--- src/rtl/cl_camera_sim.sv ---
// Camera Link transmitter model: emits framed fval/lval/data with frame/line/clk-indexed words.
// Define CL_SIM_LFSR_EN to replace the low-word counter with a 32-bit LFSR.
//
// state    | meaning
// ---------+-----------------------------------------------
// S_IDLE   | waiting for start, outputs low
// S_SETUP  | fval high, lval low, before first line of frame
// S_LINE   | fval and lval high, data words emitted
// S_HBLANK | fval high, lval low, between lines
// S_VBLANK | fval low after a frame, run ends or next frame
module cl_camera_sim #(
    parameter int N_LINE   = 4,
    parameter int N_CLK    = 8,
    parameter int H_BLANK  = 3,
    parameter int V_BLANK  = 5,
    parameter int FV_SETUP = 2
) (
    input  logic        reset,
    input  logic        cl_clk,
    input  logic        start,
    input  logic [19:0] n_frame_req,
    input  logic        abort,
    output logic        busy,
    output logic        done,
    output logic        cl_fval,
    output logic        cl_lval,
    output logic [79:0] cl_data,
    output logic [19:0] frame_cnt
);

    typedef enum logic [2:0] {
        S_IDLE,
        S_SETUP,
        S_LINE,
        S_HBLANK,
        S_VBLANK
    } state_t;

    localparam logic [31:0] SETUP_M1  = 32'(FV_SETUP - 1);
    localparam logic [31:0] NCLK_M1   = 32'(N_CLK - 1);
    localparam logic [31:0] HBLANK_M1 = 32'(H_BLANK - 1);
    localparam logic [31:0] VBLANK_M1 = 32'(V_BLANK - 1);
    localparam logic [15:0] LAST_LINE = 16'(N_LINE - 1);

`ifdef CL_SIM_LFSR_EN
    localparam logic [31:0] WORD_INIT = 32'h1;
`else
    localparam logic [31:0] WORD_INIT = 32'h0;
`endif

    state_t      state_q, state_d;
    logic [31:0] tmr_q, tmr_d;
    logic [15:0] line_q, line_d;
    logic [15:0] clk_idx_q, clk_idx_d;
    logic [31:0] word_q, word_d;
    logic [31:0] word_nxt;
    logic [19:0] req_q, req_d;
    logic [19:0] frame_cnt_q, frame_cnt_d;
    logic        abort_q, abort_d;
    logic        busy_q, busy_d;
    logic        done_q, done_d;
    logic        fval_q, fval_d;
    logic        lval_q, lval_d;
    logic [79:0] data_q, data_d;

    // Fibonacci LFSR taps 32,22,2,1 shifting toward the MSB.
`ifdef CL_SIM_LFSR_EN
    assign word_nxt = {word_q[30:0], word_q[31] ^ word_q[21] ^ word_q[1] ^ word_q[0]};
`else
    assign word_nxt = word_q + 32'd1;
`endif

    always_comb begin
        state_d     = state_q;
        tmr_d       = tmr_q;
        line_d      = line_q;
        clk_idx_d   = clk_idx_q;
        word_d      = word_q;
        req_d       = req_q;
        frame_cnt_d = frame_cnt_q;
        abort_d     = abort_q | (abort && (state_q != S_IDLE));
        done_d      = 1'b0;

        case (state_q)
            S_IDLE: begin
                if (start) begin
                    frame_cnt_d = 20'd0;
                    abort_d     = 1'b0;
                    word_d      = WORD_INIT;
                    if (n_frame_req != 20'd0) begin
                        req_d   = n_frame_req;
                        state_d = S_SETUP;
                        tmr_d   = SETUP_M1;
                    end else begin
                        done_d = 1'b1;
                    end
                end
            end
            S_SETUP: begin
                if (tmr_q == 32'd0) begin
                    state_d   = S_LINE;
                    tmr_d     = NCLK_M1;
                    line_d    = 16'd0;
                    clk_idx_d = 16'd0;
                end else begin
                    tmr_d = tmr_q - 32'd1;
                end
            end
            S_LINE: begin
                word_d = word_nxt;
                if (tmr_q == 32'd0) begin
                    if (line_q == LAST_LINE) begin
                        state_d     = S_VBLANK;
                        tmr_d       = VBLANK_M1;
                        frame_cnt_d = frame_cnt_q + 20'd1;
                    end else begin
                        state_d = S_HBLANK;
                        tmr_d   = HBLANK_M1;
                    end
                end else begin
                    tmr_d     = tmr_q - 32'd1;
                    clk_idx_d = clk_idx_q + 16'd1;
                end
            end
            S_HBLANK: begin
                if (tmr_q == 32'd0) begin
                    state_d   = S_LINE;
                    tmr_d     = NCLK_M1;
                    line_d    = line_q + 16'd1;
                    clk_idx_d = 16'd0;
                end else begin
                    tmr_d = tmr_q - 32'd1;
                end
            end
            S_VBLANK: begin
                if (tmr_q == 32'd0) begin
                    // Abort only takes effect here, so a frame is never cut short.
                    if ((frame_cnt_q == req_q) || abort_q || abort) begin
                        state_d = S_IDLE;
                        done_d  = 1'b1;
                        abort_d = 1'b0;
                    end else begin
                        state_d = S_SETUP;
                        tmr_d   = SETUP_M1;
                    end
                end else begin
                    tmr_d = tmr_q - 32'd1;
                end
            end
            default: begin
                state_d = S_IDLE;
            end
        endcase

        // Outputs are registered from the next-state view so they align with the state.
        busy_d = (state_d != S_IDLE);
        fval_d = (state_d == S_SETUP) || (state_d == S_LINE) || (state_d == S_HBLANK);
        lval_d = (state_d == S_LINE);
        data_d = lval_d ? {frame_cnt_d[15:0], line_d, clk_idx_d, word_d} : 80'd0;
    end

    always_ff @(posedge cl_clk or posedge reset) begin
        if (reset) begin
            state_q     <= S_IDLE;
            tmr_q       <= 32'd0;
            line_q      <= 16'd0;
            clk_idx_q   <= 16'd0;
            word_q      <= 32'd0;
            req_q       <= 20'd0;
            frame_cnt_q <= 20'd0;
            abort_q     <= 1'b0;
            busy_q      <= 1'b0;
            done_q      <= 1'b0;
            fval_q      <= 1'b0;
            lval_q      <= 1'b0;
            data_q      <= 80'd0;
        end else begin
            state_q     <= state_d;
            tmr_q       <= tmr_d;
            line_q      <= line_d;
            clk_idx_q   <= clk_idx_d;
            word_q      <= word_d;
            req_q       <= req_d;
            frame_cnt_q <= frame_cnt_d;
            abort_q     <= abort_d;
            busy_q      <= busy_d;
            done_q      <= done_d;
            fval_q      <= fval_d;
            lval_q      <= lval_d;
            data_q      <= data_d;
        end
    end

    assign busy      = busy_q;
    assign done      = done_q;
    assign cl_fval   = fval_q;
    assign cl_lval   = lval_q;
    assign cl_data   = data_q;
    assign frame_cnt = frame_cnt_q;

endmodule
--- config.mk ---
export PLATFORM = sky130hd
export DESIGN_NAME = cl_camera_sim
export DESIGN_NICKNAME = d
export VERILOG_FILES = /design/src/rtl/cl_camera_sim.sv
export SDC_FILE = /design/constraint.sdc
export NUM_CORES = 1
export LEC_CHECK = 0
export BUFFER_PORTS_ARGS = -buffer_cell sky130_fd_sc_hd__buf_4
export CORE_MARGIN = 1
export CORE_UTILIZATION = 29
export DETAILED_ROUTE_END_ITERATION = 8
export PLACE_DENSITY_LB_ADDON = 0.08
export SYNTH_ARGS = -nofsm -noshare
export SYNTH_HDL_FRONTEND = slang
export SYNTH_SLANG_ARGS = --single-unit
--- constraint.sdc ---
create_clock -name cl_clk -period 8.1 [get_ports cl_clk]
set_clock_uncertainty 0.1 [all_clocks]
set_input_delay 0.405 -clock cl_clk [delete_from_list [all_inputs] [get_ports cl_clk]]
set_output_delay 0.405 -clock cl_clk [all_outputs]
set_load 0.005 [all_outputs]
-- Yosys cells after proc, flatten, opt, wreduce, memory -nomap -nowiden
Index checks and enable logic that the tools add are counted.
- bits in registers: 224
- input port bits: 24
- output and inout bits: 104
- logic and storage cells: 88
- add/subtract/negate cells: 5
- equal/unequal tests: 14
- muxes and demuxes: 38
- bitwise gates (word level): 1
- reduce and logical (&&, ||, !) cells: 16
- operators with widths (operator ; number):
    $mux W32 ; 7
    $pmux W32 S4 ; 1
    $mux W80 ; 1
    $mux W16 ; 4
    $pmux W16 S2 ; 2
    $pmux W32 S2 ; 1
    $mux W20 ; 3
    $pmux W20 S2 ; 1
    $add A16 B1 Y16 const B ; 2
    $add A32 B1 Y32 const B ; 1
    $logic_not A32 Y1 ; 1
    $sub A32 B1 Y32 const B ; 1
    $mux W3 ; 7
    $add A20 B1 Y20 const B ; 1
    $eq A20 B20 Y1 ; 1
    $reduce_bool A20 Y1 ; 1
    $eq A16 B2 Y1 const B ; 1
    $eq A3 B2 Y1 const B ; 4
    $pmux W3 S4 ; 1
    $mux W1 ; 8
    $ne A2 B2 Y1 const B ; 4
    $reduce_and A4 Y1 ; 2
    $eq A3 B1 Y1 const B ; 2
    $reduce_bool A3 Y1 ; 2
    other kinds (11) ; 15

-- Longest topological paths before layout
- depth in word-level cells: 9
- depth in mapped cells: 12
- gate-level depth less buffers: 11

-- Worst setup path before layout
OpenSTA, ideal clock, no wires.
- kind: reg-to-reg
- from: reg tmr_q[11]
- to: reg data_q[32] (netlist: cl_data[32])
- setup time: 119 ps
- arrival: 2566 ps
- data required time: 7881 ps
- setup slack: 5315 ps
- cell stages (with the launch flop): 11
- buffers on the path: 1
- period minus slack after synthesis: 2785 ps
- path through: dfrtp_1 -> or4_4 -> nor4_4 -> nand3_2 -> nor2_4 -> inv_4 -> buf_6 -> ha_1 -> a22oi_1 -> o21ai_0 -> and2_1
- elaborated cells on any way between the ends: 10
- those cells by class: eq/ne: 1; mux: 8; reduce/logical: 1
- RTL lines (element ; line ; text):
    start, declared ; 52 ; logic [31:0] tmr_q, tmr_d;
    start signal, assigned ; 179 ; tmr_q <= tmr_d;
    $logic_not A32 Y1 * ; 100, 111, 126 ;
    $mux W16, on equally long branches ; 100, 126, 111 ;
    $pmux W16 S2 * ; 84 ; case (state_q)
    via clk_idx_d[0] ; 54 ; logic [15:0] clk_idx_q, clk_idx_d;
    $mux W80 * ; 159 ; data_d = lval_d ? {frame_cnt_d[15:0], line_d, clk_idx_d, word_d} : 80'd0;
    via data_d[32] ; 64 ; logic [79:0] data_q, data_d;
    end signal, assigned ; 190 ; data_q <= data_d;
    end, declared ; 64 ;
Mark *: on every way through the listed nets, which the timed path passes. The rest lies on a longest branch.
A chain may end at the register's enable or synchronous reset.

-- Worst setup path in the final report
- from: reg tmr_q[10]
- to: reg frame_cnt_q[19] (netlist: frame_cnt[19])
- cells in the longest elaborated chain, start to end: 3
- ends and longest elaborated chain (element ; line ; text):
    $logic_not A32 Y1 ; 111 ; if (tmr_q == 32'd0) begin
    $ne A2 B2 Y1 (no line) ; -- ;
    $reduce_and A4 Y1 (no line) ; -- ;
    end signal, assigned ; 184 ; frame_cnt_q <= frame_cnt_d;
    end, declared ; 58 ; logic [19:0] frame_cnt_q, frame_cnt_d;
Every way passes these cells.

==> impl_metrics.env <==
export IMPL_outcome="finished, final reports clean"
export IMPL_insertion_delay_ns=0.54
export IMPL_slew_headroom=0.220
export IMPL_first_pass_iters=5
export IMPL_grt_pass1_vias=8123
export IMPL_r2r_end="frame_cnt[19]"
export IMPL_synth_compound_area_frac=0.149
export IMPL_synthMuxAreaShare=0.0345
export IMPL_regToRegSetupSlack_ns=4.40
export IMPL_root_buffer="clkbuf_16"
export IMPL_synth_edff_count=0
export IMPL_ys_top_cells_by_area="dfrtp_1 54%, and2_1 4.5%, o21ai_0 3.8%"
export IMPL_core_area_mm2=0.0349
export IMPL_synth_area_per_cell_um2=10.2
export IMPL_synthXorXnorAreaFrac=0.0219
export IMPL_drv_cap=0
export IMPL_yosysWarningCount=0
export IMPL_period_share=0.457
export IMPL_drive_gt1_frac=0.190
export IMPL_io_buffers=127
export IMPL_finalHoldViolations=0
export IMPL_p_leak_nw=5.89
export IMPL_clk_path_buf_depth=3
export IMPL_fmax_ghz=0.270
export IMPL_cts_resized=0
export IMPL_vias=8188
export IMPL_cp_end_kind="register"
export IMPL_cts_hold_buffers_added=20
export IMPL_setup_tns_ns=0
export IMPL_totalPowerFinal_mw=3.33
export IMPL_clock_sinks=224
export IMPL_dieArea_mm2=0.0365
export IMPL_synthArstFlopShare=1.00
export IMPL_synth_top_cell_area_share=0.540
export IMPL_area_growth_pct=24.5
export IMPL_htree_num_levels=1
export IMPL_rows=68
export IMPL_synth_simple_gate_area_frac=0.215
export IMPL_grt_total_usage=0.158
export IMPL_cts_buffers=27
export IMPL_place_congestion=0.783
export IMPL_cts_setup_buffers=0
export IMPL_rsz0062_at_grt="no"
export IMPL_synthAdderAreaFrac=0.00965
export IMPL_fin_crit_ns=3.70
export IMPL_worstPathMaxFanout=11
export IMPL_synthCells=1014
export IMPL_clk_pin_slew_worst_paths_ns=0.06
export IMPL_synth_area_mm2=0.0104
export IMPL_arrival_ns=4.02
export IMPL_synth_top_cell_by_area="dfrtp_1"
export IMPL_drc=0
export IMPL_dp_hpwl_um=19200
export IMPL_hold_path_depth=2
export IMPL_ys_ff_latch=224
export IMPL_synth_top_family_by_area="simple AND/OR/NAND/NOR gates"
export IMPL_path_class="reg -> reg"
export IMPL_cts_tree="yes"
export IMPL_setup_violations=0
export IMPL_die_w_um=191
export IMPL_crit_required_ns=8.42
export IMPL_ant_nets=0
export IMPL_crit_path_start_kind="register"
export IMPL_routed_wl_um=28500
export IMPL_ff2ff_path_depth=7
export IMPL_start_util=0.297
export IMPL_worst_slew_pin_slew_ns=1.17
export IMPL_grt_start_max_net_pins=83
export IMPL_io_pins=128
export IMPL_antenna_cells=0
export IMPL_first_iter_violations=513
export IMPL_powerDensity_mw_per_mm2=258
export IMPL_wl_per_cell_um=17.6
export IMPL_slew_viol_final=0
export IMPL_yosysSeqAreaShare=0.540
export IMPL_antenna_found_initial=0
export IMPL_synth_net_count=1046
export IMPL_viasPerCell=5.05
export IMPL_ys_flop_type="dfrtp_1"
export IMPL_yosysUniqueCellTypes=65
export IMPL_holdCritPathClass="in -> reg"
export IMPL_die_height_um=191
export IMPL_peakVddDrop_v=0.000158
export IMPL_grt_ovfl_total=0
export IMPL_nNetsFinal=1180
export IMPL_holdPathEnd="req_q[6]"
export IMPL_min_delay_start="n_frame_req[6]"
export IMPL_rr_startpoint="tmr_q[10]"
export IMPL_grt_pass1_wl_um=46100
[Yosys cell counts, types with 3 or more instances]
cell / n
nand2_1: 103
and4_1: 8
nand2b_1: 5
nor4_1: 22
inv_1: 18
mux2i_1: 11
or3_1: 5
a31oi_1: 35
o211ai_1: 15
nor2_1: 43
xor2_1: 15
nor3_1: 26
o21a_1: 6
o21ai_0: 78
and3_1: 21
buf_2: 6
mux2_2: 22
a21o_1: 5
o22ai_1: 3
and2_1: 75
or2_2: 3
dfrtp_1: 224
ha_1: 8
a21oi_1: 33
nand3_1: 49
clkbuf_1: 35
nor4b_1: 3
nor3b_1: 3
nand4_1: 30
o31ai_1: 16
nand4b_1: 3
xnor2_1: 11
a22o_1: 19
a22oi_1: 3
o41ai_1: 7
clkbuf_2: 6
[final cells by class]
class	count	area, µm²
Inverter	21	88.8
Clock inverter	12	189
Clock buffer	36	769
Fill cell	3533	22000
Timing Repair Buffer	156	1220
Tap cell	455	569
Sequential cell	224	5610
Multi-Input combinational cell	718	4480
[state kept, by name, indices dropped and copies added, names as in the netlist, 3 cells and up]
register,count
cl_data,80
tmr_q,32
word_q,32
frame_cnt,20
req_q,20
clk_idx_q,16
line_q,16
state_q,3
[how the worst max path moves through the flow]
stage	start	end	slack, ns	depth (start not counted)
CTS	tmr_q[10]	frame_cnt[19]	4.34	7
finish	tmr_q[10]	frame_cnt[19]	4.40	7
global placement	tmr_q[11]	frame_cnt[19]	4.35	7
global route	tmr_q[2]	cl_data[15]	4.05	7
floorplan	reset	abort_q	1.46	1
detailed placement	tmr_q[10]	frame_cnt[19]	4.36	7
[critical path, cell delays in order (launching register included)]
cell and delay, ns:
dfrtp_1 0.41, or4_4 0.57, nor4_4 0.36, and3_1 0.60, nand4_1 0.64, nor4_1 0.59
nand3_1 0.15, mux2i_1 0.14
[cells in the final DEF (no fill, tap or decap), types with 25 or more instances in the layout]
| cell type | instances |
|---|---|
| nand2_1 | 103 |
| a21oi_1 | 33 |
| buf_4 | 136 |
| nand4_1 | 30 |
| clkbuf_16 | 27 |
| nand3_1 | 49 |
| nor2_1 | 43 |
| o21ai_0 | 76 |
| a31oi_1 | 35 |
| nor3_1 | 25 |
| and2_1 | 75 |
| dfrtp_1 | 224 |
[per-stage QoR]
stage / util / std cells / hold slack (ns) / instance area [µm²] / setup slack, ns
floorplan: - / 1014 / 0.339 / 10400 / 1.46
global placement: 0.337 / 1554 / 0.366 / 11800 / 4.35
detailed placement: 0.337 / 1554 / 0.373 / 11800 / 4.36
CTS: 0.370 / 1622 / 0.00479 / 12900 / 4.34
global route: 0.370 / 1622 / 0.0150 / 12900 / 4.05
finish: 0.370 / 1622 / 0.0264 / 12900 / 4.40
[per-layer routing]
metal  track usage  share of wire  up-vias
li1              -              -     3976
met1         0.223           0.48     4034
met2         0.251           0.46      150
met3        0.0274          0.040       28
met4        0.0342          0.018        0
met5             0              0        -
[kinds of logic (layout without fill, tap and decap cells)]
logic type                 after synthesis  count (layout)
and+or+nand+nor                        413             413
AOI/OAI and AO/OA                      238             238
DFF                                    224             224
buffers and inverters                   72             225
muxes                                   33              33
xor gates and xnor gates                26              26
adders and majority gates                8               8
[report_power, final]
part	internal (mW)	total, mW	switching [mW]
Sequential	1.27	1.44	0.162
Combinational	0.257	0.591	0.335
Clock	0.821	1.30	0.483
Total	2.35	3.33	0.980
(Power assumes the default switching activity.)
